==> src/rtl/plru_pkg_lv2.sv <==
// Shared definitions for the tree pseudo-LRU tracker: controller state
// encoding and the tree node-count helper.
package plru_pkg_lv2;

    // INIT clears every set, IDLE tracks accesses.
    typedef enum logic {
        INIT = 1'b0,
        IDLE = 1'b1
    } plru_state_t;

    // A binary tree over ASSOC leaves has ASSOC-1 internal nodes.
    function automatic int plru_node_count(input int assoc);
        return assoc - 1;
    endfunction

endpackage

==> src/rtl/plru_victim_lv2.sv <==
// Combinational tree walk: start at the root, follow each node bit
// (0 = left, 1 = right) down to a leaf. The bits taken on the way,
// MSB first, are the victim way number.
module plru_victim_lv2
    import plru_pkg_lv2::*;
#(
    parameter int ASSOC     = 8,
    parameter int ASSOC_WID = 3
) (
    input  logic [plru_node_count(ASSOC)-1:0] tree_bits,
    output logic [ASSOC_WID-1:0]              way
);

    localparam int NODES = plru_node_count(ASSOC);

    int   node;
    logic bit_val;

    // Walk one tree level per iteration; node selection uses constant
    // indices so the mux stays width-clean for any ASSOC.
    always_comb begin
        way     = '0;
        node    = 0;
        bit_val = 1'b0;
        for (int l = 0; l < ASSOC_WID; l++) begin
            bit_val = 1'b0;
            for (int n = 0; n < NODES; n++) begin
                if (n == node) bit_val = tree_bits[n];
            end
            way[ASSOC_WID-1-l] = bit_val;
            node = bit_val ? (2 * node + 2) : (2 * node + 1);
        end
    end

endmodule

==> src/rtl/plru_tree_lv2.sv <==
// Per-set tree pseudo-LRU replacement tracker.
// After reset an INIT pass clears every set (one set per cycle); IDLE then
// accepts one access per cycle, repointing the path to the touched way away
// from it. The victim output is a combinational read of the current tree.
// Optional feature macro: PLRU_INVALID_PREF_EN adds way_valid and prefers
// the lowest-numbered invalid way over the tree victim.
module plru_tree_lv2
    import plru_pkg_lv2::*;
#(
    parameter int ASSOC       = 8,
    parameter int ASSOC_WID   = 3,
    parameter int NUM_OF_SETS = 256,
    parameter int INDEX_WID   = 8
) (
    input  logic                 clk,
    input  logic                 rst,
    input  logic [INDEX_WID-1:0] index_proc,
    input  logic                 access_valid,
    input  logic [ASSOC_WID-1:0] blk_accessed,
`ifdef PLRU_INVALID_PREF_EN
    input  logic [ASSOC-1:0]     way_valid,
`endif
    output logic [ASSOC_WID-1:0] lru_replacement_proc,
    output logic                 plru_ready
);

    localparam int                   NODES    = plru_node_count(ASSOC);
    localparam logic [INDEX_WID-1:0] LAST_SET = INDEX_WID'(NUM_OF_SETS - 1);

    plru_state_t          state;
    plru_state_t          state_nxt;
    logic [INDEX_WID-1:0] set_cnt;

    logic [NODES-1:0]     tree_mem [NUM_OF_SETS];
    logic [NODES-1:0]     rd_bits;
    logic [NODES-1:0]     upd_bits;
    logic                 wr_en;
    logic [INDEX_WID-1:0] wr_idx;
    logic [NODES-1:0]     wr_data;
    logic [ASSOC_WID-1:0] tree_victim;
    int                   node;
    logic                 dir;

    assign rd_bits = tree_mem[index_proc];

    // State register: reset always restarts the clearing pass.
    always_ff @(posedge clk) begin
        if (rst) state <= INIT;
        else     state <= state_nxt;
    end

    // Set counter: advances through INIT and parks on the last set.
    always_ff @(posedge clk) begin
        if (rst)                                      set_cnt <= '0;
        else if (state == INIT && set_cnt != LAST_SET) set_cnt <= set_cnt + 1'b1;
    end

    // Next state: leave INIT once the last set has been cleared.
    always_comb begin
        state_nxt = state;
        case (state)
            INIT:    if (set_cnt == LAST_SET) state_nxt = IDLE;
            IDLE:    state_nxt = IDLE;
            default: state_nxt = INIT;
        endcase
    end

    // Path update: every node on the way to blk_accessed points away from it.
    always_comb begin
        upd_bits = rd_bits;
        node     = 0;
        dir      = 1'b0;
        for (int l = 0; l < ASSOC_WID; l++) begin
            dir = blk_accessed[ASSOC_WID-1-l];
            for (int n = 0; n < NODES; n++) begin
                if (n == node) upd_bits[n] = ~dir;
            end
            node = dir ? (2 * node + 2) : (2 * node + 1);
        end
    end

    // Outputs and write port: INIT clears the counted set, IDLE writes back
    // the updated tree of an accepted access.
    always_comb begin
        plru_ready = 1'b0;
        wr_en      = 1'b0;
        wr_idx     = index_proc;
        wr_data    = upd_bits;
        case (state)
            INIT: begin
                wr_en   = ~rst;
                wr_idx  = set_cnt;
                wr_data = '0;
            end
            IDLE: begin
                plru_ready = 1'b1;
                wr_en      = access_valid & ~rst;
            end
            default: ;
        endcase
    end

    // Tree storage: contents are defined by the INIT pass, not by reset.
    always_ff @(posedge clk) begin
        if (wr_en) tree_mem[wr_idx] <= wr_data;
    end

    plru_victim_lv2 #(
        .ASSOC     (ASSOC),
        .ASSOC_WID (ASSOC_WID)
    ) u_victim (
        .tree_bits (rd_bits),
        .way       (tree_victim)
    );

`ifdef PLRU_INVALID_PREF_EN
    logic                 any_invalid;
    logic [ASSOC_WID-1:0] invalid_way;

    // Victim select: lowest invalid way wins, else the tree victim.
    always_comb begin
        any_invalid = 1'b0;
        invalid_way = '0;
        for (int i = ASSOC - 1; i >= 0; i--) begin
            if (!way_valid[i]) begin
                any_invalid = 1'b1;
                invalid_way = ASSOC_WID'(i);
            end
        end
        lru_replacement_proc = any_invalid ? invalid_way : tree_victim;
    end
`else
    assign lru_replacement_proc = tree_victim;
`endif

endmodule

==> config.mk <==
export PLATFORM = sky130hd
export DESIGN_NAME = plru_tree_lv2
export DESIGN_NICKNAME = d
export VERILOG_FILES = /design/src/rtl/plru_pkg_lv2.sv /design/src/rtl/plru_victim_lv2.sv /design/src/rtl/plru_tree_lv2.sv
export SDC_FILE = /design/constraint.sdc
export NUM_CORES = 2
export LEC_CHECK = 0
export CORE_MARGIN = 2
export CORE_UTILIZATION = 48
export CTS_CLUSTER_SIZE = 14
export DETAILED_ROUTE_END_ITERATION = 10
export PLACE_DENSITY = 0.75
export SLEW_MARGIN = 20
export SYNTH_ARGS = -nofsm -noshare
export SYNTH_HDL_FRONTEND = slang
export SYNTH_HIERARCHICAL = 1
export SYNTH_SLANG_ARGS = --single-unit
==> constraint.sdc <==
create_clock -name clk -period 13.15 [get_ports clk]
set_clock_uncertainty 0.1 [all_clocks]
set_input_delay 1.9725 -clock clk [delete_from_list [all_inputs] [get_ports clk]]
set_output_delay 1.9725 -clock clk [all_outputs]
set_load 0.01 [all_outputs]
==> flow_metrics.tcl <==
set metrics [dict create \
    synth_area_um2 70600 \
    worstPathArrival_ns 7.24 \
    via_per_inst 6.52 \
    seqPwrFrac_pct 55.8 \
    finalNetCount 3514 \
    cts_setup_buffers 0 \
    yosys.area_share.simple_pct 3.39 \
    drive_gt1_share_pct 20.4 \
    io_buffers 17 \
    num_io_pins 18 \
    netlist_instances 3463 \
    synthArstFlopShare_pct 0 \
    holdPathEnd "set_cnt[6]$_SDFFE_PP0P_" \
    hold_path_class "register to register" \
    p_total_mw 11.2 \
    critPathRequiredTime_ns 11.08 \
    period_minus_slack_ns 9.32 \
    synth_compound_area_share_pct 3.10 \
    ys_ff_latch 1801 \
    layout_commonest_cell "edfxtp_1" \
    clock.fmax_ghz 0.107 \
    r2r-end "tree_mem[222][4]$_DFFE_PP_" \
    max_slew.worst_pin.slew_ns 1.17 \
    syn_nets 3478 \
    setup_viol 0 \
    cts_tree "built" \
    cts_buffers 164 \
    ctsLongestPathBuffers 3 \
    synthXorXnorAreaFrac_pct 0.0744 \
    cp-start-kind "primary input" \
    grtUsageMet1_pct 32.8 \
    yosysWarnings 6 \
    coreArea_um2 146000 \
    report.final.slew_viol_count 0 \
    synthAdderAreaFrac_pct 0.0177 \
    critPathKind "primary input to primary output" \
    synth_edf_count 1792 \
    area_growth_pct 9.81 \
    dr.pass1.iters 8 \
    post-route-drc-count 0 \
    ys_types 63 \
    synthFlopType "edfxtp_1" \
    critPathMaxFanout 72 \
    hold_start "set_cnt[6]$_SDFFE_PP0P_" \
    use_met3_pct 6.22 \
    h-tree-depth 4 \
    antenna_left 0 \
    ctsResizeCount 0 \
    dieArea_um2 150000 \
    yosysSeqAreaShare_pct 76.5 \
    synth.area.mux_share_pct 15.1 \
    clockRootBuffer "clkbuf_16" \
    clock_latency_ns 0.80 \
    wirelength_um 179000 \
    powerDensity_nw_per_um2 144 \
    synth_area_per_cell_um2 20.4 \
    antenna_found_initial 3 \
    critPathLaunch "index_proc[2]" \
    grt_usage_pct 23.7 \
    min_period_over_period_pct 70.8 \
    reg2reg_slack_ns 8.50 \
    relSlewSlack_pct 20.9 \
    rr_startpoint "tree_mem[145][4]$_DFFE_PP_" \
    grt_pass1_wl_um 255000 \
    die_w_um 388 \
    yosys.area.top_type "edfxtp_1" \
    grt_pass1_vias 35100 \
    swShare_pct 20.9 \
    mostFrequentLayoutCells "edfxtp_1, mux4_2, nor2_1, clkbuf_16, mux2i_1" \
    initial_core_util_pct 48.4 \
    rr_worst_depth 9 \
    maxCapViolations 0 \
    dpl.hpwl_um 107000 \
    synth_top_family_by_area "multiplexers" \
    hold_violations 0 \
    busiest_layer "met2" \
    intPower_mw 8.82 \
    p_comb_share_pct 4.3 \
    outcome "finished clean" \
    rows 140 \
    drt_iter0_markers 5773 \
    clock-sinks 1801 \
    switchingPower_mw 2.33 \
    synth_area_leaders "edfxtp_1, mux4_2, mux2i_1, nor2_1, a22oi_1" \
    wl_per_cell_um 32.3 \
    finalWeightedCongestion 0.929 \
    chipHeight_um 388 \
    rsz0062_at_grt "no" \
    p_leak_nw 25.2 \
    cp-end-kind "primary output" \
    clk_pin_slew_worst_paths_ns 0.07 \
    grt_max_degree 257 \
    holdPathStages 2 \
    fin_setup_tns_ns 0 \
    use_met2_pct 35.6 \
    clkPwrFrac_pct 40.0 \
    cts_hold_buf 0 \
    globalRouteOverflowTotal 0 \
    vias 36100 \
    synth_top_cell_area_share_pct 76.2 \
    vdd_drop_max_uv 139 \
]
==> power by group through the flow <==
stage          clock network (mW)  logic [mW]  registers (mW)
2_1_floorplan                   0       0.309            6.34
3_5_place_dp                    0       0.465            6.34
3_3_place_gp                    0       0.464            6.34
5_1_grt                      4.69       0.490            6.22
6_report                     4.46       0.478            6.22
4_1_cts                      4.48       0.468            6.22
==> layout make-up <==
cell class,count,area [µm²]
fillers,10800,68400
flip-flops and latches,1801,54000
multi-input cells,1442,15500
clock buffers,223,4410
well taps,1917,2400
repair buffers,79,748
clock inverters,65,463
inverters,11,41.3
diodes,3,7.51
==> cells in the mapped netlist (all sizes together), types with 14 or more instances <==
cell type and n:
o221ai 16, mux2 19, nand4 14, nor2 308, mux2i 142, nand3 36
clkbuf 88, o21ai 52, a22oi 98, mux4 402, nor3 24, a21oi 50
nor2b 17, edfxtp 1792, o22ai 28, buf 121, nand2 110
==> per-layer routing <==
metal	wire length [µm]	up-vias	part of all wire (%)
li1	-	14400	-
met1	66000	18700	37
met2	81900	2609	46
met3	22200	482	12
met4	8690	2	4.9
met5	12	-	0.0067
==> stage by stage <==
| stage | instances | setup WS [ns] | hold slack [ns] | instance area (µm²) | util (%) |
|---|---|---|---|---|---|
| 6_report | 5541 | 3.83 | 0.511 | 77500 | 53.1 |
| 5_1_grt | 5538 | 3.87 | 0.569 | 77500 | 53.1 |
| 4_1_cts | 5536 | 4.17 | 0.502 | 77500 | 53.1 |
| 3_5_place_dp | 5248 | 4.16 | 0.479 | 72600 | 49.7 |
| 3_3_place_gp | 5248 | 4.19 | 0.477 | 72600 | 49.7 |
| 2_1_floorplan | 3463 | 0.988 | 0.438 | 70600 | - |
==> registers in the layout, summed over array words and instances (netlist names) <==
signal    flops
state         1
tree_mem   1792
set_cnt       8
==> how the worst max path moves through the flow <==
stage / endpoint / slack (ns) / cells after the start
after floorplan: tree_mem[0][6]$_DFFE_PP_ / 0.99 / 13
after global placement: lru_replacement_proc[0] / 4.19 / 13
after detailed placement: lru_replacement_proc[0] / 4.16 / 13
after CTS: lru_replacement_proc[0] / 4.17 / 13
after global routing: lru_replacement_proc[0] / 3.87 / 13
final: lru_replacement_proc[0] / 3.83 / 13
==> logic make-up (layout without fill, tap and decap cells) <==
group / count (synthesis) / in the layout
DFF: 1801 / 1801
muxes: 563 / 563
and+or+nand+nor: 554 / 554
AOI/OAI and AO/OA: 318 / 318
buffers and inverters: 220 / 378
xor gates and xnor gates: 6 / 6
adders and majority gates: 1 / 1
other: 0 / 3
==> critical path, stage by stage <==
cell and delay [ns]:
buf_8 0.44, buf_4 0.80, buf_12 0.44, and2_1 0.67
a22oi_1 0.14, nand2_1 0.10, o21ai_0 0.07, nor4_1 0.86
nor2_1 0.26, inv_1 0.12, mux2i_1 0.07, mux2i_1 0.46
clkdlybuf4s50_1 0.66
Note: power is estimated with default switching activity, not from simulation.
